$ cat src/rtl/conv_frame_streamer_if.sv
// Conv-side link between the frame streamer (master) and conv_top (slave).
// Carries the pixel stream and kernel taps out and the conv_valid strobe back.
interface conv_frame_streamer_if;
    logic        pixel_valid;
    logic [7:0]  pixel_data;
    logic [71:0] kernel_out;
    logic        conv_valid;

    modport master (
        output pixel_valid,
        output pixel_data,
        output kernel_out,
        input  conv_valid
    );

    modport slave (
        input  pixel_valid,
        input  pixel_data,
        input  kernel_out,
        output conv_valid
    );
endinterface

$ cat src/rtl/conv_frame_streamer.sv
// Frame-side driver for conv_top: holds one frame and a 3x3 kernel, streams the
// frame in raster order on start, then counts returned conv_valid strobes.
module conv_frame_streamer #(
    parameter int IMG_W   = 8,
    parameter int IMG_H   = 8,
    parameter int TIMEOUT = 64,
    localparam int NPIX   = IMG_W * IMG_H,
    localparam int AW     = $clog2(NPIX)
) (
    input  logic                  clk_i,
    input  logic                  rst_ni,
    input  logic                  ld_en_i,
    input  logic [AW-1:0]         ld_addr_i,
    input  logic [7:0]            ld_data_i,
    input  logic                  kern_we_i,
    input  logic [71:0]           kern_data_i,
    input  logic                  start_i,
    input  logic                  hold_i,
    conv_frame_streamer_if.master conv_if,
    output logic                  busy_o,
    output logic                  done_o,
    output logic [15:0]           out_count_o,
    output logic                  timeout_err_o
);

    localparam int OUT_CNT = (IMG_W - 2) * (IMG_H - 2);
    localparam int IW      = $clog2(TIMEOUT + 1);

    localparam logic [AW-1:0] LAST_ADDR  = AW'(NPIX - 1);
    localparam logic [15:0]   OUT_TARGET = 16'(OUT_CNT);
    localparam logic [IW-1:0] IDLE_LIMIT = IW'(TIMEOUT);

    typedef enum logic [1:0] {
        S_IDLE,
        S_STREAM,
        S_DRAIN,
        S_DONE
    } state_e;

    state_e        state_q, state_d;
    logic [AW-1:0] addr_q, addr_d;
    logic          pixel_valid_q, pixel_valid_d;
    logic [7:0]    pixel_data_q, pixel_data_d;
    logic [71:0]   kernel_q, kernel_d;
    logic          busy_q, busy_d;
    logic          done_q, done_d;
    logic [15:0]   out_count_q, out_count_d;
    logic          timeout_err_q, timeout_err_d;
    logic [IW-1:0] idle_q, idle_d;
    logic [15:0]   count_inc;

    logic [7:0]    mem_q [NPIX];

    // Host writes are locked out for the whole pass so the frame cannot change mid-stream.
    always_ff @(posedge clk_i) begin
        if (ld_en_i && !busy_q) begin
            mem_q[ld_addr_i] <= ld_data_i;
        end
    end

    assign count_inc = (out_count_q == 16'hFFFF) ? out_count_q : out_count_q + 16'd1;

    always_comb begin
        state_d       = state_q;
        addr_d        = addr_q;
        pixel_valid_d = 1'b0;
        pixel_data_d  = pixel_data_q;
        kernel_d      = kernel_q;
        busy_d        = busy_q;
        done_d        = 1'b0;
        out_count_d   = out_count_q;
        timeout_err_d = timeout_err_q;
        idle_d        = idle_q;

        if (kern_we_i && !busy_q) begin
            kernel_d = kern_data_i;
        end

        unique case (state_q)
            S_IDLE: begin
                if (start_i && !ld_en_i) begin
                    state_d       = S_STREAM;
                    busy_d        = 1'b1;
                    addr_d        = '0;
                    out_count_d   = '0;
                    timeout_err_d = 1'b0;
                    idle_d        = '0;
                end
            end

            S_STREAM: begin
                if (conv_if.conv_valid) begin
                    out_count_d = count_inc;
                end
                if (!hold_i) begin
                    pixel_valid_d = 1'b1;
                    pixel_data_d  = mem_q[addr_q];
                    if (addr_q == LAST_ADDR) begin
                        addr_d  = '0;
                        state_d = S_DRAIN;
                    end else begin
                        addr_d = addr_q + AW'(1);
                    end
                end
            end

            // A count already reached during STREAM makes the first DRAIN edge exit.
            S_DRAIN: begin
                if (conv_if.conv_valid) begin
                    out_count_d = count_inc;
                    idle_d      = '0;
                end else begin
                    idle_d = idle_q + IW'(1);
                end
                if (out_count_d >= OUT_TARGET) begin
                    state_d = S_DONE;
                    busy_d  = 1'b0;
                    done_d  = 1'b1;
                end else if (idle_d == IDLE_LIMIT) begin
                    state_d       = S_DONE;
                    busy_d        = 1'b0;
                    done_d        = 1'b1;
                    timeout_err_d = 1'b1;
                end
            end

            S_DONE: begin
                state_d = S_IDLE;
            end

            default: begin
                state_d = S_IDLE;
            end
        endcase
    end

    always_ff @(posedge clk_i or negedge rst_ni) begin
        if (!rst_ni) begin
            state_q       <= S_IDLE;
            addr_q        <= '0;
            pixel_valid_q <= 1'b0;
            pixel_data_q  <= '0;
            kernel_q      <= '0;
            busy_q        <= 1'b0;
            done_q        <= 1'b0;
            out_count_q   <= '0;
            timeout_err_q <= 1'b0;
            idle_q        <= '0;
        end else begin
            state_q       <= state_d;
            addr_q        <= addr_d;
            pixel_valid_q <= pixel_valid_d;
            pixel_data_q  <= pixel_data_d;
            kernel_q      <= kernel_d;
            busy_q        <= busy_d;
            done_q        <= done_d;
            out_count_q   <= out_count_d;
            timeout_err_q <= timeout_err_d;
            idle_q        <= idle_d;
        end
    end

    assign conv_if.pixel_valid = pixel_valid_q;
    assign conv_if.pixel_data  = pixel_data_q;
    assign conv_if.kernel_out  = kernel_q;
    assign busy_o              = busy_q;
    assign done_o              = done_q;
    assign out_count_o         = out_count_q;
    assign timeout_err_o       = timeout_err_q;

endmodule

$ cat src/flat_wrapper.sv
// flat-port wrapper written by rule: the top's interface ports become plain ports
module conv_frame_streamer_flat 
#(
    parameter int IMG_W   = 8,
    parameter int IMG_H   = 8,
    parameter int TIMEOUT = 64,
    localparam int NPIX   = IMG_W * IMG_H,
    localparam int AW     = $clog2(NPIX)
)
  (clk_i, rst_ni, ld_en_i, ld_addr_i, ld_data_i, kern_we_i, kern_data_i, start_i, hold_i, busy_o, done_o, out_count_o, timeout_err_o, conv_if_pixel_valid, conv_if_pixel_data, conv_if_kernel_out, conv_if_conv_valid);
  conv_frame_streamer_if conv_if_i ();
  input  logic clk_i;
  input  logic rst_ni;
  input  logic ld_en_i;
  input  logic [AW-1:0] ld_addr_i;
  input  logic [7:0] ld_data_i;
  input  logic kern_we_i;
  input  logic [71:0] kern_data_i;
  input  logic start_i;
  input  logic hold_i;
  output logic busy_o;
  output logic done_o;
  output logic [15:0] out_count_o;
  output logic timeout_err_o;
  output wire logic [$bits(conv_if_i.pixel_valid)-1:0] conv_if_pixel_valid;
  output wire logic [$bits(conv_if_i.pixel_data)-1:0] conv_if_pixel_data;
  output wire logic [$bits(conv_if_i.kernel_out)-1:0] conv_if_kernel_out;
  input wire logic [$bits(conv_if_i.conv_valid)-1:0] conv_if_conv_valid;
  assign conv_if_pixel_valid = conv_if_i.pixel_valid;
  assign conv_if_pixel_data = conv_if_i.pixel_data;
  assign conv_if_kernel_out = conv_if_i.kernel_out;
  assign conv_if_i.conv_valid = conv_if_conv_valid;
  conv_frame_streamer #(.IMG_W(IMG_W), .IMG_H(IMG_H), .TIMEOUT(TIMEOUT)) u_core (.clk_i(clk_i), .rst_ni(rst_ni), .ld_en_i(ld_en_i), .ld_addr_i(ld_addr_i), .ld_data_i(ld_data_i), .kern_we_i(kern_we_i), .kern_data_i(kern_data_i), .start_i(start_i), .hold_i(hold_i), .conv_if(conv_if_i), .busy_o(busy_o), .done_o(done_o), .out_count_o(out_count_o), .timeout_err_o(timeout_err_o));
endmodule
$ cat config.mk
export PLATFORM = sky130hd
export DESIGN_NAME = conv_frame_streamer_flat
export DESIGN_NICKNAME = d
export VERILOG_FILES = /design/src/rtl/conv_frame_streamer_if.sv /design/src/rtl/conv_frame_streamer.sv /design/src/flat_wrapper.sv
export SDC_FILE = /design/constraint.sdc
export NUM_CORES = 1
export LEC_CHECK = 0
export CAP_MARGIN = 20
export CORE_AREA = 8 8 268 206
export CTS_BUF_LIST = sky130_fd_sc_hd__clkbuf_8 sky130_fd_sc_hd__clkbuf_16
export CTS_CLUSTER_SIZE = 10
export DETAILED_ROUTE_END_ITERATION = 8
export DIE_AREA = 0 0 276 214
export GPL_ROUTABILITY_DRIVEN = 0
export MAX_ROUTING_LAYER = met4
export PLACE_DENSITY_LB_ADDON = 0.2
export SLEW_MARGIN = 20
export SYNTH_ARGS = -nofsm -noshare
export SYNTH_HDL_FRONTEND = slang
export SYNTH_SLANG_ARGS = --single-unit
$ cat constraint.sdc
create_clock -name clk_i -period 7.9 [get_ports clk_i]
set_clock_uncertainty 0.05 [all_clocks]
set_input_delay 1.58 -clock clk_i [delete_from_list [all_inputs] [get_ports clk_i]]
set_output_delay 1.58 -clock clk_i [all_outputs]
set_load 0.1 [all_outputs]
# Word-level counts from Yosys, hierarchy flattened
# Memory sizes are Yosys's and may differ from the RTL's. A register that Yosys moved wholly into a read port is not among the register bits.
# Cells that the tools add are included.
[totals]
latchBits = 0
ram_bits = 512
rom_bits = 0
wordCells = 78
input_bits = 93
n_memories = 1
output_inout_bits = 100
ff_bits = 107
[classes]
div_mod_pow = 0
reduce_logical = 17
multipliers = 0
bitwise_logic = 1
eq_ne = 12
shift = 0
order_cmp = 1
mux = 34
addsub = 3
[memory_table]
columns = ["memory", "words", "word_bits", "read_ports", "rd_clocked_by_memory_dff", "write_ports", "line", "text"]
rows = [
  ["u_core.mem_q", 64, 8, 1, 1, 1, "conv_frame_streamer.sv:52", "logic [7:0] mem_q [NPIX];"],
]
[op_table]
columns = ["op", "n"]
rows = [
  ["two-way mux 16 bit", 4],
  ["one-hot mux 16 bit (3 select lines)", 1],
  ["two-way mux 7 bit", 3],
  ["two-way mux 6 bit", 3],
  ["adder 16 x 1 -> 16 bit, second input constant", 1],
  ["== test 16 bit, second input constant", 1],
  ["greater-or-equal comparator 16 x 6 -> 1 bit, second input constant", 1],
  ["one-hot mux 7 bit (2 select lines)", 1],
  ["two-way mux 1 bit", 13],
  ["one-hot mux 6 bit (2 select lines)", 1],
  ["two-way mux 2 bit", 5],
  ["one-hot mux 2 bit (4 select lines)", 1],
  ["AND reduction 4 bit", 2],
  ["adder 7 x 1 -> 7 bit, second input constant", 1],
  ["== test 7 bit, second input constant", 1],
  ["adder 6 x 1 -> 6 bit, second input constant", 1],
  ["== test 6 bit, second input constant", 1],
  ["inequality test 2 x 1 -> 1 bit, second input constant", 3],
  ["AND reduction 2 bit", 3],
  ["AND reduction 3 bit", 2],
  ["== test 2 bit, second input constant", 2],
  ["inequality test 2 bit, second input constant", 2],
  ["one-hot mux 1 bit (2 select lines)", 2],
  ["nonzero test 2 bit", 2],
  ["other kinds (7)", 11],
]

# Depth between registers and ports, before layout
[logic_depth]
depth_word = 7
ltp_mapped = 10
mapped_depth_nobuf = 8

# Worst setup path after synthesis
# Ideal clock, no wire load.
[synth_path]
kind = "in2reg"
startpoint = "in conv_if_conv_valid"
endpoint = "reg u_core.state_q[1]"
setup_ps = 125
t_required_ps = 7725
n_path_buf = 1
t_arrival_ps = 3206
path_slack_ps = 4519
stages = 8
cell_sequence = "clkbuf_1 -> nand3_1 -> nor3_1 -> and4b_1 -> o22ai_1 -> nor4_4 -> a31oi_1 -> mux2_4"
[synth_via]
elab_chain_len = 5
elab_cells_between_ends = 10
cone_classes = "order compare (1); eq/ne (2); mux (6); reduce/logical (1)"
[synth_lines]
columns = ["element", "line", "text"]
rows = [
  ["start, declared", "flat_wrapper.sv:28", "input wire logic [$bits(conv_if_i.conv_valid)-1:0] conv_if_conv_valid;"],
  ["two-way mux 16 bit or two-way mux 7 bit (tied branches)", "--", ""],
  ["two-way mux 16 bit or two-way mux 7 bit (tied branches)", "conv_frame_streamer.sv:79", "unique case (state_q)"],
  ["greater-or-equal comparator 16 x 6 -> 1 bit or == test 7 bit (tied branches)", "conv_frame_streamer.sv:115, conv_frame_streamer.sv:119", ""],
  ["inequality test 3 x 1 -> 1 bit (no line) or two-way mux 2 bit (tied branches)", "--", ""],
  ["AND reduction 4 bit (no line) or one-hot mux 2 bit (4 select lines) (tied branches)", "--", ""],
  ["end signal, assigned", "conv_frame_streamer.sv:150", "state_q <= state_d;"],
  ["end, declared", "conv_frame_streamer.sv:40", "state_e state_q, state_d;"],
]
# Parallel ways exist; a longest one is shown, timed or not. The select of a mux whose other input is x is not followed.
# A chain may end at the register's enable or synchronous reset.

# Worst setup path in the final report
[layout_path]
startpoint = "reg u_core.busy_q, in the netlist u_core.busy_o"
endpoint = "out busy_o"
[layout_rtl]
columns = ["element", "line", "text"]
rows = [
  ["start, declared", "conv_frame_streamer.sv:45", "logic busy_q, busy_d;"],
  ["start signal, assigned", "conv_frame_streamer.sv:155", "busy_q <= busy_d;"],
  ["end, declared", "flat_wrapper.sv:21", "output logic busy_o;"],
]
# No word-level cell between the ends.

==> impl_metrics.yaml <==
status:
  run_status: "finished, final reports clean"
setup_path:
  cp.buffers_inverters: 1
  required_time_of_the_critical_path_ns: 6.27
  arrival_time_reported_for_the_critical_path_endpoint_ns: 2.51
  timing.setup.critical_path_class: "flop to primary output"
  critical-path-slowest-cell: "clkdlybuf4s50_1"
  worst_path_dominant_cell_family: "buffers and inverters"
  critical_path.startpoint_type: "flop"
  crit_chain: "clkdlybuf4s50_1"
  critical_path.max_stage_delay_ns: 1.24
  cp_max_fo: 6
  worstSetupEndpointType: "primary output"
clocking:
  cts_tree: "done"
  clock_insertion_delay_worst_skew_ns: 0.60
  cts_buffer_depth: 3
  cts_inserted_buffers: 73
  cts.sink_count: 627
  ctsHoldBuffers: 0
  number_of_levels_in_the_clock_h_tree: 3
  buffer_cell_driving_the_clock_tree_root: "clkbuf_16"
  path_clk_slew_ns: 0.05
  post_cts_buffers: 0
  cts_resized: 0
sta:
  timing.final.max_slew_violations: 0
  timing.final.hold_violations: 0
  max_slew.worst_pin.slew_ns: 1.035
  totalNegativeSetupSlack_ns: 0
  period_needed_ns: 4.138
  grt_setup_unrepaired: "false"
  maximum_achievable_frequency_mhz: 241.7
  fin_crit_sh_pct: 52.37
  relative_max_transition_margin_pct: 30.97
  final_setup_vio_count: 0
place:
  total_half_perimeter_wirelength_after_legalization_and_detailed_placement_mm: 38.22
  place.detailed.instances: 2232
  place.port_buffers: 192
floorplan:
  fp.coreArea_um2: 50810
  die_y_extent_um: 214
  std_cell_rows: 72
  top_level_ports: 193
  floorplan.initialDensity_pct: 49.41
  fp.dieArea_um2: 59060
  die_w_um: 276
synth:
  synth.yosys.seq_area_share_pct: 72.70
  ys_seq_elements: 627
  synthesis.instances: 1442
  number_of_warnings_issued_by_yosys: 0
  postSynth.asyncResetShare_pct: 18.34
  synth.cell_area_um2: 25110
  avgSynthCellArea_um2: 17.41
  synthFlopType: "edfxtp_1"
  synth_nets: 1542
  synth_enable_flop_cells: 512
  yosys.cell_types.count: 62
pwr:
  p_per_area_nw_per_um2: 359.0
  power.static_leakage_nw: 9.748
  irDropWorstVdd_mv: 0.2033
grt:
  grt_use_total_pct: 20.79
  gr-total-overflow: 0
  grt_antenna_before_repair: 1
  grt_first_pass_wirelength_mm: 90.69
  grt_max_degree: 116
  first_global_vias: 13890
layout:
  final_net_count: 1741
  drive_gt1_share_pct: 16.68
  final_cells: 2345
  antenna_cells: 0
  layout-area-overhead-vs-synth_pct: 18.20
drt:
  dr_wl_met2_mm: 26.95
  drt_first_pass_iters: 5
  post-route-drc-count: 0
  max_used_layer: "met4"
  dr_wl_met3_mm: 5.201
  vias: 13990
  drt_wl_total_mm: 60.59
  route.layer.met1.wl_mm: 27.49
  final_antenna_net_count: 0
  drt-wirelength-per-cell_um: 25.84
  detailedRoute.firstIterationViolations: 1555
  routed_via_density: 5.965
run:
  maxCapViolCount: 0
hold_path:
  min_path_type: "flop to flop"
## where the power goes
part / total (mW) / switching (mW) / internal [mW] / leakage [nW]
clock network: 2.92 / 1.24 / 1.68 / 1.12
logic: 3.64 / 2.52 / 1.12 / 2.62
registers: 4.09 / 0.261 / 3.83 / 6.01
total: 10.7 / 4.03 / 6.63 / 9.75
## metal layers
layer | vias up | GRT usage (%)
li1 | 6182 | -
met1 | 7102 | 30.19
met2 | 630 | 29.59
met3 | 75 | 5.447
met4 | 0 | 4.262
met5 | - | -
## metrics by stage
stage / utilization (%) / area, um2 / hold slack [ns] / total power [mW] / worst slack [ns]
3_5_place_dp: 54.34 / 27610 / 0.4446 / 7.809 / 3.371
6_report: 58.40 / 29670 / 0.4520 / 10.65 / 3.762
3_3_place_gp: 54.34 / 27610 / 0.4379 / 7.769 / 3.476
2_1_floorplan: - / 25110 / 0.4314 / 6.816 / 4.519
4_1_cts: 58.38 / 29660 / 0.4564 / 10.75 / 3.694
5_1_grt: 58.40 / 29670 / 0.4704 / 11.04 / 3.693
## worst reg2reg max path, delay by kind of cell, from the launching register on
| family | cells | cell delay (ns) |
|---|---|---|
| AO/OA/AOI/OAI | 5 | 1.10 |
| AND/OR/NAND/NOR | 1 | 0.75 |
| flip-flops | 1 | 0.86 |
| buffers and inverters | 2 | 1.11 |
## cell families after synthesis
group | synth area share [%]
flops | 72.70
mux | 14.86
simple gates | 4.874
compound gates | 5.627
buf+inv | 1.485
fa+ha+maj | 0.3489
xor+xnor | 0.1047
## path summary, 6_finish.rpt
check | from | endpoint | slack (ns) | cells after the start
max in group asynchronous | rst_ni | u_core.addr_q[0] | 5.40 | 2
max reg2reg | u_core.addr_q[1] | u_core.conv_if.pixel_data[0] | 3.88 | 8
max | u_core.busy_o | busy_o | 3.76 | 1
min reg2reg | u_core.conv_if.kernel_out[39] | u_core.conv_if.kernel_out[39] | 0.45 | 1
min | u_core.conv_if.kernel_out[39] | u_core.conv_if.kernel_out[39] | 0.45 | 1
min in group asynchronous | rst_ni | u_core.conv_if.kernel_out[67] | 0.95 | 1
## cell usage in the layout, fill, tap and decap left out, drive strengths merged, types with 7 or more instances in the layout
master / synthesis / layout
o22ai: 33 / 33
a21oi: 40 / 40
nand2b: 10 / 10
dfrtp: 115 / 115
a211oi: 11 / 11
o221ai: 16 / 16
mux2i: 91 / 91
a22oi: 8 / 8
o21ai: 56 / 56
inv: 6 / 40
nand3: 17 / 17
o32ai: 16 / 16
buf: 29 / 23
ha: 7 / 7
mux2: 74 / 74
clkbuf: 53 / 74
nor2: 91 / 91
edfxtp: 512 / 512
nand2: 41 / 41
nand4: 10 / 10
mux4: 88 / 88
nor2b: 23 / 23
nor3: 24 / 24
and3: 8 / 8
clkdlybuf4s50: 0 / 183
o31ai: 8 / 8
o311ai: 8 / 8
## cell usage after synthesis (3+ instances only)
master	instances	area share, %
a211oi_1	11	0.33
a21oi_1	40	0.80
a22oi_1	8	0.24
a31oi_1	4	0.10
and2_1	5	0.12
and3_1	8	0.20
and4_1	3	0.10
buf_1	4	0.060
buf_2	23	0.46
clkbuf_1	51	0.76
dfrtp_1	115	11
edfxtp_1	512	61
ha_1	7	0.35
inv_1	6	0.090
mux2_2	73	3.3
mux2i_1	91	3.6
mux4_2	88	7.9
nand2_1	41	0.61
nand2b_1	10	0.25
nand3_1	17	0.34
nand3b_1	4	0.12
nand4_1	9	0.22
nor2_1	91	1.4
nor2b_1	23	0.57
nor3_1	23	0.46
nor3b_1	3	0.090
o21ai_0	55	1.1
o221ai_1	16	0.56
o22ai_1	33	0.82
o311ai_0	8	0.28
o31ai_1	8	0.24
o32ai_1	16	0.56
## flip-flops by register name (all words and copies together), names as in the netlist
| signal | flops |
|---|---|
| u_core.done_o | 1 |
| u_core.addr_q | 6 |
| u_core.conv_if.pixel_valid | 1 |
| u_core.conv_if.kernel_out | 72 |
| u_core.state_q | 2 |
| u_core.mem_q | 512 |
| u_core.out_count_o | 16 |
| u_core.timeout_err_o | 1 |
| u_core.idle_q | 7 |
| u_core.conv_if.pixel_data | 8 |
| u_core.busy_o | 1 |
## layout make-up
class | instances | area [um2]
fill | 3827 | 21140
inverter | 6 | 22.52
timing repair buffer | 206 | 1999
multi-input combinational | 727 | 6500
tap | 666 | 833.3
clock buffer | 74 | 1852
clock inverter | 39 | 203.9
sequential | 627 | 18260
Power figures use the tool's default switching activity.
==> variant (config.mk and constraints unchanged) <==
Put one more register stage on the output `out_count_o`, cleared by the reset. The value now appears one clock later. The other outputs are not delayed to match.
--- a/src/rtl/conv_frame_streamer.sv
+++ b/src/rtl/conv_frame_streamer.sv
@@ -165,7 +165,13 @@
     assign conv_if.kernel_out  = kernel_q;
     assign busy_o              = busy_q;
     assign done_o              = done_q;
-    assign out_count_o         = out_count_q;
+    always_ff @(posedge clk_i or negedge rst_ni) begin
+        if (!rst_ni) begin
+            out_count_o <= '0;
+        end else begin
+            out_count_o <= out_count_q;
+        end
+    end
     assign timeout_err_o       = timeout_err_q;
 
 endmodule
Function: changed (Yosys sat finds a counterexample within 4 cycles, from zero or initial values and one cycle with rst_ni low).
==> variant against the unedited design <==
  * Synthesized area rose by 2.3%
  * Sequential share of layout area barely moved
  * Global-route usage rose by 0.71 points
  * Sequential cell count rose by 16
  * Worst setup slack improved by 0.027 ns
  * Final area rose by 2.2%
  * Power rose by 2.3%
  * Highest routed layer unchanged
  * Maximum frequency rose by 0.66%
  * Wire length rose by 2.7%
  * Clock power rose by 3%
==> variant: results (changes against the unedited design) <==
Parameter                              Value

Synthesis
  Sequential area share after synthesis ... 0.726 (-0.00102)
  Count of cell types in the netlist ... 63 (+1.6%)
  Most frequent cells after synthesis ... 512 x sky130_fd_sc_hd__edfxtp_1, 134 x sky130_fd_sc_hd__mux2i_1, 131 x sky130_fd_sc_hd__dfrtp_1
  Cells taking the most area after synthesis ... sky130_fd_sc_hd__edfxtp_1 60%, sky130_fd_sc_hd__dfrtp_1 13%, sky130_fd_sc_hd__mux4_2 5.6%, sky130_fd_sc_hd__mux2i_1 5.2%, sky130_fd_sc_hd__mux2_2 3.2%
  Post-synthesis net count ... 1615 (+4.7%)
  Asr flop ratio synth ... 0.204 (+0.0203)

Min path
  Cell depth of the worst hold path ... 0 (-1)
  Hold Path Sink ... u_core.out_count_o[1]
  Worst Min Path Start ... u_core.out_count_q[1]

Setup path
  End of the worst register-to-register path ... u_core.conv_if.pixel_data[1]
  Startpoint of the worst register-to-register path ... u_core.addr_q[2]
  Peak fanout along the critical path ... 8 (+2)
  Arrival time at the worst endpoint ... 2.48 ns (-0.03 ns)
  Register-to-register path setup slack ... 4.20 ns (+0.32 ns)
  Setup crit start ... u_core.busy_o

Power and ir drop
  Clock group power ... 3.00 mW (+3%)
  Maximum resistive drop on vdd ... 207 uV (+2.1%)
  Static leakage ... 10.0 nW (+2.8%)
  Clock network power share ... 0.275 (about the same)
  Internal Pwr Total ... 6.74 mW (+1.7%)
  Combinational share of power ... 0.347 (+0.005)

CTS
  H-tree levels ... 3 (unchanged)
  Total clock buffers created by CTS ... 74 (+1.4%)

Drt
  Number of vias after detailed routing ... 14600 (+4.2%)
  Count of routing violations after the opening detailed-route iteration ... 1551 (-0.26%)
  Total wire length after detailed routing ... 62200 um (+2.7%)
  First-pass DRT Iterations ... 7 (+2)

Cells and area
  Proportion of layout cells with a drive suffix above 1 ... 0.153 (-0.0141)
  Fill cell total of the finished layout ... 3787 (-1.0%)
  Final layout net count ... 1812 (+4.1%)

GRT
  Antenna violations before repair ... 3 (+2)
  Largest net degree at the start of global routing ... 101 (-13%)
  GRT Util Overall ... 0.215 (+0.00713)
  First-pass GRT wire length ... 94500 um (+4.2%)

STA
  Finish-stage setup viols ... 0 (unchanged)
  Transition time of the tightest slew-check pin ... 1.04 ns (+0.00000820 ns)

Placed design
  Detailed placer's ending HPWL ... 38700 um (+1.3%)

Status
  Outcome ... completed
[variant: cell count changes after synthesis, sizes merged, moves of 10 or more]
cell	delta
mux2i	+43
mux4	-24
nand2	+22
nor3	-10
nor2b	-17
o221ai	+32
dfrtp	+16
[variant: layer usage]
metal,part of all wire,wire length [um],up-vias,global-route usage
met4,0.022,1370,0,0.0568
met1,0.43,26800,7434,0.297
met5,0,0,-,-
li1,-,-,6450,-
met2,0.47,29300,594,0.321
met3,0.077,4770,105,0.0505
[variant: cell type report]
type | instances | area share
antenna | 3 | 0.000247
clock buffer | 77 | 0.0631
clock inverter | 36 | 0.00602
inverter | 8 | 0.000990
multi-input combinational | 773 | 0.220
sequential | 643 | 0.615
tap | 666 | 0.0275
timing repair buffer | 212 | 0.0676
[variant: logic make-up (layout without fill, tap and decap cells)]
kind of cell,Yosys count,in the layout,share of synthesized area
DFF,643,643,0.726
and+or+nand+nor,244,244,0.0460
xor gates and xnor gates,3,3,0.00102
other,0,3,0
buffers and inverters,99,333,0.0160
adders and majority gates,7,7,0.00341
AOI/OAI and AO/OA,248,248,0.0671
muxes,271,271,0.140
[variant: through the flow]
step | area [sq um] | std cells | hold WS [ns] | worst slack (ns)
4_1_cts | 30300 | 2415 | 0.450 | 3.65
2_1_floorplan | 25700 | 1515 | 0.299 | 4.28
3_5_place_dp | 28200 | 2302 | 0.439 | 3.02
6_report | 30300 | 2418 | 0.450 | 3.79
3_3_place_gp | 28200 | 2302 | 0.438 | 3.05
5_1_grt | 30300 | 2418 | 0.467 | 3.61
